--- src/rtl/safe_sequencer.sv ---
// Control FSM for the combination safe: debounces-free edge detection of the enter
// button, save strobes for the password/attempt registers, fail counting, lockout and relock.
module safe_sequencer #(
  parameter int unsigned MAX_FAILS      = 3,
  parameter int unsigned LOCKOUT_CYCLES = 250000000,
  parameter int unsigned RELOCK_CYCLES  = 500000000
) (
  input  logic       clk,
  input  logic       RESET,
  input  logic       E,
  input  logic       M,
  output logic       LOCKED,
  output logic       savePW,
  output logic       saveAT,
  output logic [2:0] stateout,
  output logic [3:0] fail_count,
  output logic       lockout
);

  typedef enum logic [2:0] {
    ST_OPEN    = 3'd0,
    ST_LOCKED  = 3'd1,
    ST_LOAD    = 3'd2,
    ST_EVAL    = 3'd3,
    ST_LOCKOUT = 3'd4
  } state_e;

  localparam logic [3:0]  MAX_F        = 4'(MAX_FAILS);
  localparam logic [31:0] LOCKOUT_LOAD = 32'(LOCKOUT_CYCLES - 32'd1);
  localparam logic [31:0] RELOCK_LOAD  = (RELOCK_CYCLES == 32'd0) ? 32'd0 : 32'(RELOCK_CYCLES - 32'd1);
  localparam logic        RELOCK_EN    = (RELOCK_CYCLES != 32'd0);

  state_e      state_q, state_d;
  logic [31:0] timer_q, timer_d;
  logic [3:0]  fail_q, fail_d;
  logic        savepw_q, savepw_d;
  logic        relock_arm_q, relock_arm_d;
  logic        s1_q, s2_q, prev_q;
  logic        enter_s;
  logic [4:0]  fail_inc_s;

  assign enter_s = s2_q & ~prev_q;

  // State, timer, counter, strobe and synchronizer registers.
  always_ff @(posedge clk or posedge RESET) begin
    if (RESET) begin
      state_q      <= ST_OPEN;
      timer_q      <= 32'd0;
      fail_q       <= 4'd0;
      savepw_q     <= 1'b0;
      relock_arm_q <= 1'b0;
      s1_q         <= 1'b0;
      s2_q         <= 1'b0;
      prev_q       <= 1'b0;
    end else begin
      state_q      <= state_d;
      timer_q      <= timer_d;
      fail_q       <= fail_d;
      savepw_q     <= savepw_d;
      relock_arm_q <= relock_arm_d;
      s1_q         <= E;
      s2_q         <= s1_q;
      prev_q       <= s2_q;
    end
  end

  // Next-state logic. The relock timer only counts once OPEN was entered by a
  // successful compare; straight out of reset no password exists to relock with.
  always_comb begin
    state_d      = state_q;
    timer_d      = timer_q;
    fail_d       = fail_q;
    savepw_d     = 1'b0;
    relock_arm_d = relock_arm_q;
    fail_inc_s   = {1'b0, fail_q} + 5'd1;
    case (state_q)
      ST_OPEN: begin
        if (enter_s) begin
          state_d      = ST_LOCKED;
          savepw_d     = 1'b1;
          relock_arm_d = 1'b0;
        end else if (relock_arm_q && (timer_q == 32'd0)) begin
          state_d      = ST_LOCKED;
          relock_arm_d = 1'b0;
        end else if (timer_q != 32'd0) begin
          timer_d = timer_q - 32'd1;
        end else begin
          timer_d = timer_q;
        end
      end
      ST_LOCKED: begin
        if (enter_s) begin
          state_d = ST_LOAD;
        end else begin
          state_d = ST_LOCKED;
        end
      end
      ST_LOAD: begin
        state_d = ST_EVAL;
      end
      ST_EVAL: begin
        if (M) begin
          state_d      = ST_OPEN;
          fail_d       = 4'd0;
          timer_d      = RELOCK_LOAD;
          relock_arm_d = RELOCK_EN;
        end else if (fail_inc_s >= {1'b0, MAX_F}) begin
          state_d = ST_LOCKOUT;
          fail_d  = MAX_F;
          timer_d = LOCKOUT_LOAD;
        end else begin
          state_d = ST_LOCKED;
          fail_d  = fail_inc_s[3:0];
        end
      end
      ST_LOCKOUT: begin
        if (timer_q == 32'd0) begin
          state_d = ST_LOCKED;
          fail_d  = 4'd0;
        end else begin
          timer_d = timer_q - 32'd1;
        end
      end
      default: begin
        state_d      = ST_OPEN;
        timer_d      = 32'd0;
        fail_d       = 4'd0;
        relock_arm_d = 1'b0;
      end
    endcase
  end

  // Outputs decoded from registers only.
  always_comb begin
    stateout   = state_q;
    LOCKED     = (state_q != ST_OPEN);
    lockout    = (state_q == ST_LOCKOUT);
    saveAT     = (state_q == ST_LOAD);
    savePW     = savepw_q;
    fail_count = fail_q;
  end

endmodule
--- config.mk ---
export PLATFORM = sky130hd
export DESIGN_NAME = safe_sequencer
export DESIGN_NICKNAME = d
export VERILOG_FILES = /design/src/rtl/safe_sequencer.sv
export SDC_FILE = /design/constraint.sdc
export NUM_CORES = 1
export LEC_CHECK = 0
export CAP_MARGIN = 0
export CORE_UTILIZATION = 50
export DETAILED_ROUTE_END_ITERATION = 8
export HOLD_SLACK_MARGIN = 0.02
export PLACE_DENSITY = 0.78
export SYNTH_ARGS = -nofsm -noshare
export SYNTH_HDL_FRONTEND = slang
export SYNTH_SLANG_ARGS = --single-unit
--- constraint.sdc ---
create_clock -name clk -period 3.8 [get_ports clk]
set_clock_uncertainty 0.15 [all_clocks]
set_input_delay 0.76 -clock clk [delete_from_list [all_inputs] [get_ports clk]]
set_output_delay 0.76 -clock clk [all_outputs]
set_load 0.02 [all_outputs]
==> flow_summary_export.csv <==
group,metric,value,unit
detailed_routing,drcViolationCount,0,
worst_setup_path,arrival,3120,ps
finish,fin_area,3037,sq um
finish,fin_cells,395,
worst_setup_path,timing_worst_setup_path_type,"in2reg",
floorplanning,ios,15,
global_route,grt_pass1_wl,11.49,mm
synthesis,ys_seq_area_frac,0.4044,
sta,setup_viol,0,
synthesis,postSynthAreaPerCell,8.616,sq um
floorplanning,num_rows,26,
clock_tree,cts_buffer_depth,2,
detailed_routing,wirelength,7.127,mm
sta,finalSetupTns,0,ps
detailed_routing,drtIter0Drc,392,
sta,period_needed,3061,ps
clock_tree,cts_setup_buffers,0,
finish,diodes,0,
global_route,use_met1,0.3700,
synthesis,synth_cell_types,60,
clock_tree,clk_transition_reported_paths,80,ps
sta,fmax,326.7,MHz
global_route,grtUsageMet3,0.06085,
finish,layout_commonest_cell,"dfrtp_1",
worst_setup_path,reg2reg_from,"timer_q[4]",
global_route,met2_usage,0.4041,
finish,drive_gt1_frac,0.1046,
global_route,overflow,0,
worst_hold_path,holdPathEnd,"s2_q",
finish,area_delta_synth_final,11.53,%
synthesis,syn_inst,316,
detailed_routing,routedWlPerCell,18.04,microns
flow_run,drv_cap,0,
worst_setup_path,crit_path_max_fanout,20,
sta,rsz0062_at_grt,"no",
detailed_routing,avgViaCountPerCell,6.552,
outcome,status,"finished, final reports clean",
global_route,grt_max_degree,28,
synthesis,yosys.area.top_type,"dfrtp_1",
worst_setup_path,cp-start-kind,"primary input",
clock_tree,cts-root-buf,"clkbuf_8",
worst_setup_path,endpoint_kind,"register",
synthesis,syn-num-nets,323,
clock_tree,cts_made_buffers,5,
clock_tree,cts.sinks,44,
finish,layout_common_cells,"dfrtp_1, nor2_1, a21oi_1, a31oi_1, o21ai_0",
placement,hpwl,4.830,mm
clock_tree,h-tree-depth,2,
synthesis,async_flop_share,1.000,
clock_tree,clk_latency,310,ps
placement,dp_cells,387,
sta,hold_viol_final,0,
synthesis,synth-edff-count,0,
pwr,p_leak,1.186,nW
synthesis,netlist_area,2723,sq um
sta,report.final.slew_viol_count,0,
synthesis,synthTopCellsByArea,"dfrtp_1, a21oi_1, nor2_1",
worst_setup_path,r2r_slack,1060,ps
sta,period_share,0.8056,
pwr,ir_drop,172.5,uV
placement,gp_congestion,0.9767,
global_route,antenna_found_initial,0,
synthesis,ys_seq_elements,44,
worst_hold_path,min_path_cells,0,
synthesis,yosysWarnings,0,
floorplanning,coreArea,5172,sq um
pwr,power_density,279.9,nW/um^2
synthesis,ys.flop_type,"dfrtp_1",
detailed_routing,ant_nets,0,
detailed_routing,vias,2588,
finish,final_nets,331,
sta,slew_headroom,0.3685,
clock_tree,ctsResizeCount,0,
global_route,grt_usage,0.2686,
clock_tree,cts_tree,"built",
global_route,first_global_vias,2368,
pwr,power,849.9,uW
floorplanning,fp.dieH,75.79,microns
sta,worst_slew_pin_slew,941.4,ps
placement,dpl_cell_area,2925,sq um
floorplanning,initial_core_util,0.5264,
worst_setup_path,required,3860,ps
floorplanning,die_area,5744,sq um
floorplanning,die_x,75.79,microns
worst_hold_path,hp-start,"s1_q",
worst_setup_path,rr_worst_depth,5,
detailed_routing,first_pass_iters,5,
synthesis,synth_top_area_share,0.4044,
worst_hold_path,hold_path_class,"reg2reg",
placement,io_buffers,14,
clock_tree,cts_hold_buf,0,
global_route,top_usage_layer,"met2",
worst_setup_path,reg2reg_to,"timer_q[31]",
==> kinds of logic after synthesis <==
logic type,after synthesis,share of synthesized area
AOI/OAI and AO/OA,119,0.2767
adders and majority gates,3,0.01379
buffers and inverters,30,0.04825
DFF,44,0.4044
muxes,1,0.003677
and+or+nand+nor,119,0.2532
==> routing by layer <==
layer  vias to the layer above  part of all wire
met5                         -                 0
met4                         0             0.019
met3                        14             0.080
met2                       142              0.45
met1                      1212              0.46
li1                       1220                 -
==> worst max-delay path, stage by stage <==
cell	delay, ps
clkdlybuf4s50_1	510
nand4bb_1	360
or4_1	580
o21ai_2	240
buf_4	280
o31a_1	170
a2bb2oi_1	220
==> cells in the mapped netlist (6+ instances only) <==
cell / instances
clkbuf_1: 14
dfrtp_1: 44
o21ai_0: 15
or4_1: 6
a21oi_1: 29
o31ai_1: 12
nand3_1: 10
and2_1: 6
nor4_1: 9
nor3_1: 10
inv_1: 8
nor2_1: 34
o21ai_1: 15
nand2_1: 11
a31oi_1: 16
==> sequential cells by signal (all words and copies together) (netlist names) <==
| signal | flops |
|---|---|
| fail_count | 4 |
| prev_q | 1 |
| relock_arm_q | 1 |
| s1_q | 1 |
| s2_q | 1 |
| savePW | 1 |
| stateout | 3 |
| timer_q | 32 |
==> report_power, final <==
group          internal (mW)  switching, mW  leakage, nW
combinational        0.00418         0.0116        0.591
sequential             0.469       0.000424        0.541
clock                  0.195          0.170       0.0541
total                  0.668          0.182         1.19
==> area by class of cell <==
| type | instances | area, sq um |
|---|---|---|
| repair buffers | 23 | 207.7 |
| multi-input cells | 242 | 1499 |
| well taps | 70 | 87.58 |
| clock inverters | 3 | 42.54 |
| clock buffers | 5 | 68.82 |
| fillers | 437 | 2136 |
| inverters | 8 | 30.03 |
| flip-flops and latches | 44 | 1101 |
==> stage by stage <==
stage / hold slack, ps / utilization / setup slack [ps]
after CTS: 205.3 / 0.5871 / 795.5
after global placement: 182.4 / 0.5656 / 562.7
final: 202.8 / 0.5871 / 738.7
after floorplan: 181.2 / - / 1240
after global routing: 229.6 / 0.5871 / 640.3
after detailed placement: 185.8 / 0.5656 / 500.4
==> how the worst max path moves through the flow <==
stage               from          end  slack (ps)  cells after the start
finish                 M  timer_q[30]         740                      7
floorplan              M  timer_q[24]        1240                      7
detailed placement     M  timer_q[30]         500                      7
global placement       M  timer_q[30]         560                      7
CTS                    M  timer_q[30]         800                      7
global route           M  timer_q[30]         640                      7
Note: power is estimated with default switching activity, not from simulation.
==> variant 1, RTL diff (same settings) <==
Register the output `fail_count`, without a reset; this adds one clock of latency there. The other outputs are not delayed to match.
--- a/src/rtl/safe_sequencer.sv
+++ b/src/rtl/safe_sequencer.sv
@@ -31,2 +31,4 @@
   localparam logic        RELOCK_EN    = (RELOCK_CYCLES != 32'd0);
+
+  logic [3:0] fail_count_d;
 
@@ -139,3 +141,7 @@
     savePW     = savepw_q;
-    fail_count = fail_q;
+    fail_count_d = fail_q;
+  end
+
+  always_ff @(posedge clk) begin
+    fail_count <= fail_count_d;
   end
Behaviour: not the same (Yosys sat finds a counterexample within 10 cycles, from zero or initial values and one cycle with RESET high).
==> variant 1 against the original RTL <==
- worst setup slack better by 23 ps
- maximum frequency grew 0.75%
- sequential cell count increased by 4
- cell area up 3.5%
- register-to-register slack worse by 300 ps
- routed wire length is 1.4% lower
- synthesized area rose by 5.7%
- non-clock buffer count fell by 1
- global-route usage down 1.5 points
Power is left out: it rests on default switching activity, and per cell area and clock period it moved more than threefold.
==> variant 1: results (changes against the original RTL) <==
clockBufferDepth: 2  # unchanged
synth.distinct_cells: 57  # -5.0%
drt_wl_total_um: 7020  # -1.4%
place_congestion: 0.841  # -14%
grt_util_all_layers: 0.253  # -0.0154
worst_hold_path_type: "reg -> reg"
tightest_slew_ps: 959  # +17.5 ps
largest_register_ffs: 32  # unchanged
dp_worst_setup_slack_ps: 572  # +72.1 ps
final_nets: 325  # -1.8%
antenna_found_initial: 0  # unchanged
critPathArrivalTime_ps: 3060  # -60 ps
synthArstFlopShare: 0.917  # -0.0833
portBuffers: 14  # unchanged
cts_buffers: 5  # unchanged
drive_gt1_frac: 0.100  # -0.00430
yosys-top-cells-count: "44 x dfrtp_1, 22 x o21ai_0, 21 x o31ai_1, 20 x nor2_1"
grt_pass1_vias: 2517  # +6.3%
outcome: "completed"
synth_edf_count: 0  # unchanged
dp_hpwl_um: 4730  # -2.1%
cts_resized: 0  # unchanged
cp_slowest_stage_delay_ps: 570
yosysWarnings: 0  # unchanged
antenna_cells: 0  # unchanged
grt_max_degree: 39  # +39%
synth-main-ff-cell: "dfrtp_1"
synth_fp_nets: 322  # -0.31%
ys_seq_area_frac: 0.411  # +0.00620
largest-register: "timer_q"
synthTopCellsByArea: "dfrtp_1 38%, o31ai_1 5.5%, o21ai_0 3.8%, a221o_1 3.1%, a21oi_1 2.8%"
firstDrtPassIters: 5  # unchanged
slowest_stage: "nor4_4"
cp_top_family: "simple AND/OR/NAND/NOR gates"
crit_fanout: 14  # -30%
grt_pass1_wl_um: 12100  # +5.4%
clockRootBuffer: "clkbuf_8"
vias: 2645  # +2.2%
drtIter0Drc: 275  # -30%
cts.htree.levels: 2  # unchanged
[variant 1: worst paths after layout]
kind,startpoint,to,slack (ps),cells after the start
setup reg to reg,timer_q[0],timer_q[15],760,7
min in group asynchronous,RESET,prev_q,660,2
max in group asynchronous,RESET,timer_q[17],2110,3
setup / recovery,timer_q[0],timer_q[15],760,7
hold / removal,s1_q,s2_q,220,0
hold reg to reg,s1_q,s2_q,220,0
[variant 1: metrics by stage]
step	util	instances	cell area [µm²]
2_1_floorplan	-	315	2880
3_3_place_gp	0.550	383	3050
3_5_place_dp	0.550	383	3050
4_1_cts	0.568	391	3140
5_1_grt	0.568	391	3140
6_report	0.568	391	3140
[variant 1: cell families after synthesis]
kind of cell | count (synthesis) | share of synthesized area
AOI/OAI and AO/OA | 114 | 0.275
and+or+nand+nor | 108 | 0.224
DFF | 48 | 0.411
buffers and inverters | 36 | 0.0557
muxes | 6 | 0.0217
adders and majority gates | 3 | 0.0131
[variant 1: final cells by class]
cell class / instances / area [µm²]
fill: 494 / 2400
multi-input combinational: 231 / 1540
sequential: 48 / 1180
timing repair buffer: 22 / 200
tap: 72 / 90.1
clock buffer: 7 / 86.3
inverter: 10 / 37.5
clock inverter: 1 / 8.76
[variant 1: metal layers]
metal / global-route usage / vias to the layer above / routed length, µm
met5: 0 / - / 0
met1: 0.347 / 1278 / 3140
met4: 0.0849 / 0 / 107
met2: 0.398 / 120 / 3290
li1: - / 1233 / -
met3: 0.0518 / 14 / 485
==> variant 2, RTL diff (same flow settings) <==
Without the edit above. Set the parameter `LOCKOUT_CYCLES` to 134217728 (it was 250000000).
--- a/src/rtl/safe_sequencer.sv
+++ b/src/rtl/safe_sequencer.sv
@@ -4,3 +4,3 @@
   parameter int unsigned MAX_FAILS      = 3,
-  parameter int unsigned LOCKOUT_CYCLES = 250000000,
+  parameter int unsigned LOCKOUT_CYCLES = 134217728,
   parameter int unsigned RELOCK_CYCLES  = 500000000
Function: no difference found for any inputs over 10 cycles, from zero or initial values and one cycle with RESET high; that may be too few to reach the edited logic, so the function may still have changed.
==> variant 2 against the original RTL <==
- power shrank 6.7%
- cell count shrank 1.5%
- critical path depth grew 2
- via count shrank 4.3%
- cell area shrank 2.6%
- core utilization shrank 0.77 points
- synthesized area shrank 2.6%
- first-iteration DRC count shrank 28%
- sequential cell count is the same
- die area shrank 2.5%
- routed wire length shrank 9.6%
- worst setup slack gained 78 ps
- non-clock buffer count grew 3
==> variant 2: results (changes against the original RTL) <==
muxShareOfSynthArea: 0.00802  # +0.00435
peakVddDrop_uv: 168  # -2.7%
firstDrtPassIters: 5  # unchanged
portBuffers: 14  # unchanged
yosys.area_share.adder: 0.0142  # +0.000371
critPathArrivalTime_ps: 3000  # -120 ps
synth_fp_nets: 317  # -1.9%
wl_per_cell_um: 16.6  # -8.2%
clockRootBuffer: "clkbuf_8"
grt_util_all_layers: 0.263  # -0.00564
synth.distinct_cells: 55  # -8.3%
crit_fanout: 19  # -5.0%
grt_max_degree: 45  # +61%
grt_pass1_vias: 2302  # -2.8%
clkTransAtPathRegs_ps: 80  # about the same
cts_resized: 0  # unchanged
p_sw_frac: 0.221  # +0.00692
r2r_cells: 9  # +4
clockBufferDepth: 2  # unchanged
worstSkewPairLatency_ps: 310  # about the same
final_nets: 325  # -1.8%
cellLeakagePower_nw: 1.14  # -3.9%
synthTopCellsByArea: "dfrtp_1 42%, nor2_1 5.2%, o31ai_1 4.2%, nor3_1 3.6%, o21ai_0 3.4%"
relSlewSlack: 0.396  # +0.0274
antenna_found_initial: 0  # unchanged
grt_pass1_wl_um: 11100  # -3.1%
cts_buffers: 5  # unchanged
drtIter0Drc: 283  # -28%
place_congestion: 0.803  # -18%
synth_compound_area_frac: 0.265  # -0.0114
yosys-top-cells-count: "44 x dfrtp_1, 37 x nor2_1, 19 x clkbuf_1, 19 x nor3_1, 18 x o21ai_0"
largest_register_ffs: 32  # unchanged
largest-register: "timer_q"
drive_gt1_frac: 0.0972  # -0.00744
cp_top_family: "simple AND/OR/NAND/NOR gates"
dp_hpwl_um: 4130  # -15%
cp_slowest_stage_delay_ps: 520  # -60 ps
yosys.area_share.xor_xnor: 0  # unchanged
reg2reg_slack_ps: 820  # -240 ps
yosysWarnings: 0  # unchanged
post_cts_buffers: 0  # unchanged
worst_hold_path_type: "reg -> reg"
synth-main-ff-cell: "dfrtp_1"
ys_seq_area_frac: 0.415  # +0.0109
hold_depth: 0  # unchanged
vias: 2476  # -4.3%
slowest_stage: "or3b_2"
outcome: "completed"
antenna_cells: 0  # unchanged
cts.htree.levels: 2  # unchanged
synthArstFlopShare: 1.00  # unchanged
nFillCells: 487  # +11%
[variant 2: layout make-up]
class	instances	area share
Clock buffer	6	0.0279
Clock inverter	2	0.00338
Inverter	9	0.0114
Multi-Input combinational cell	232	0.478
Sequential cell	44	0.372
Tap cell	70	0.0296
Timing Repair Buffer	26	0.0778
[variant 2: per-layer routing]
metal | vias to the layer above | track usage | share of wire
met4 | 0 | 0.0860 | 0.011
met1 | 1198 | 0.368 | 0.46
met5 | - | 0 | 0
met3 | 7 | 0.0388 | 0.054
met2 | 81 | 0.420 | 0.48
li1 | 1190 | - | -
[variant 2: power by group through the flow]
| stage | Clock [mW] | Combinational, mW | Sequential, mW |
|---|---|---|---|
| 5_1_grt | 0.337 | 0.0167 | 0.470 |
| 3_3_place_gp | 0 | 0.0145 | 0.479 |
| 2_1_floorplan | 0 | 0.00791 | 0.479 |
| 3_5_place_dp | 0 | 0.0148 | 0.479 |
| 4_1_cts | 0.317 | 0.0148 | 0.470 |
| 6_report | 0.309 | 0.0137 | 0.470 |
[variant 2: through the flow]
| stage | power (mW) | hold slack, ps | area (µm²) | cells | setup slack (ps) |
|---|---|---|---|---|---|
| final | 0.793 | 210 | 2960 | 389 | 817 |
| after global routing | 0.824 | 222 | 2960 | 389 | 634 |
| after CTS | 0.802 | 218 | 2960 | 389 | 828 |
| after detailed placement | 0.494 | 198 | 2870 | 381 | 838 |
| after global placement | 0.494 | 184 | 2870 | 381 | 912 |
| after floorplan | 0.487 | 181 | 2650 | 310 | 975 |
[variant 2: final timing paths]
| path | to | startpoint |
|---|---|---|
| setup / recovery | timer_q[0] | timer_q[0] |
| hold / removal | s2_q | s1_q |
| setup reg to reg | timer_q[0] | timer_q[0] |
| hold reg to reg | s2_q | s1_q |
| max in group asynchronous | timer_q[20] | RESET |
| min in group asynchronous | fail_count[0] | RESET |
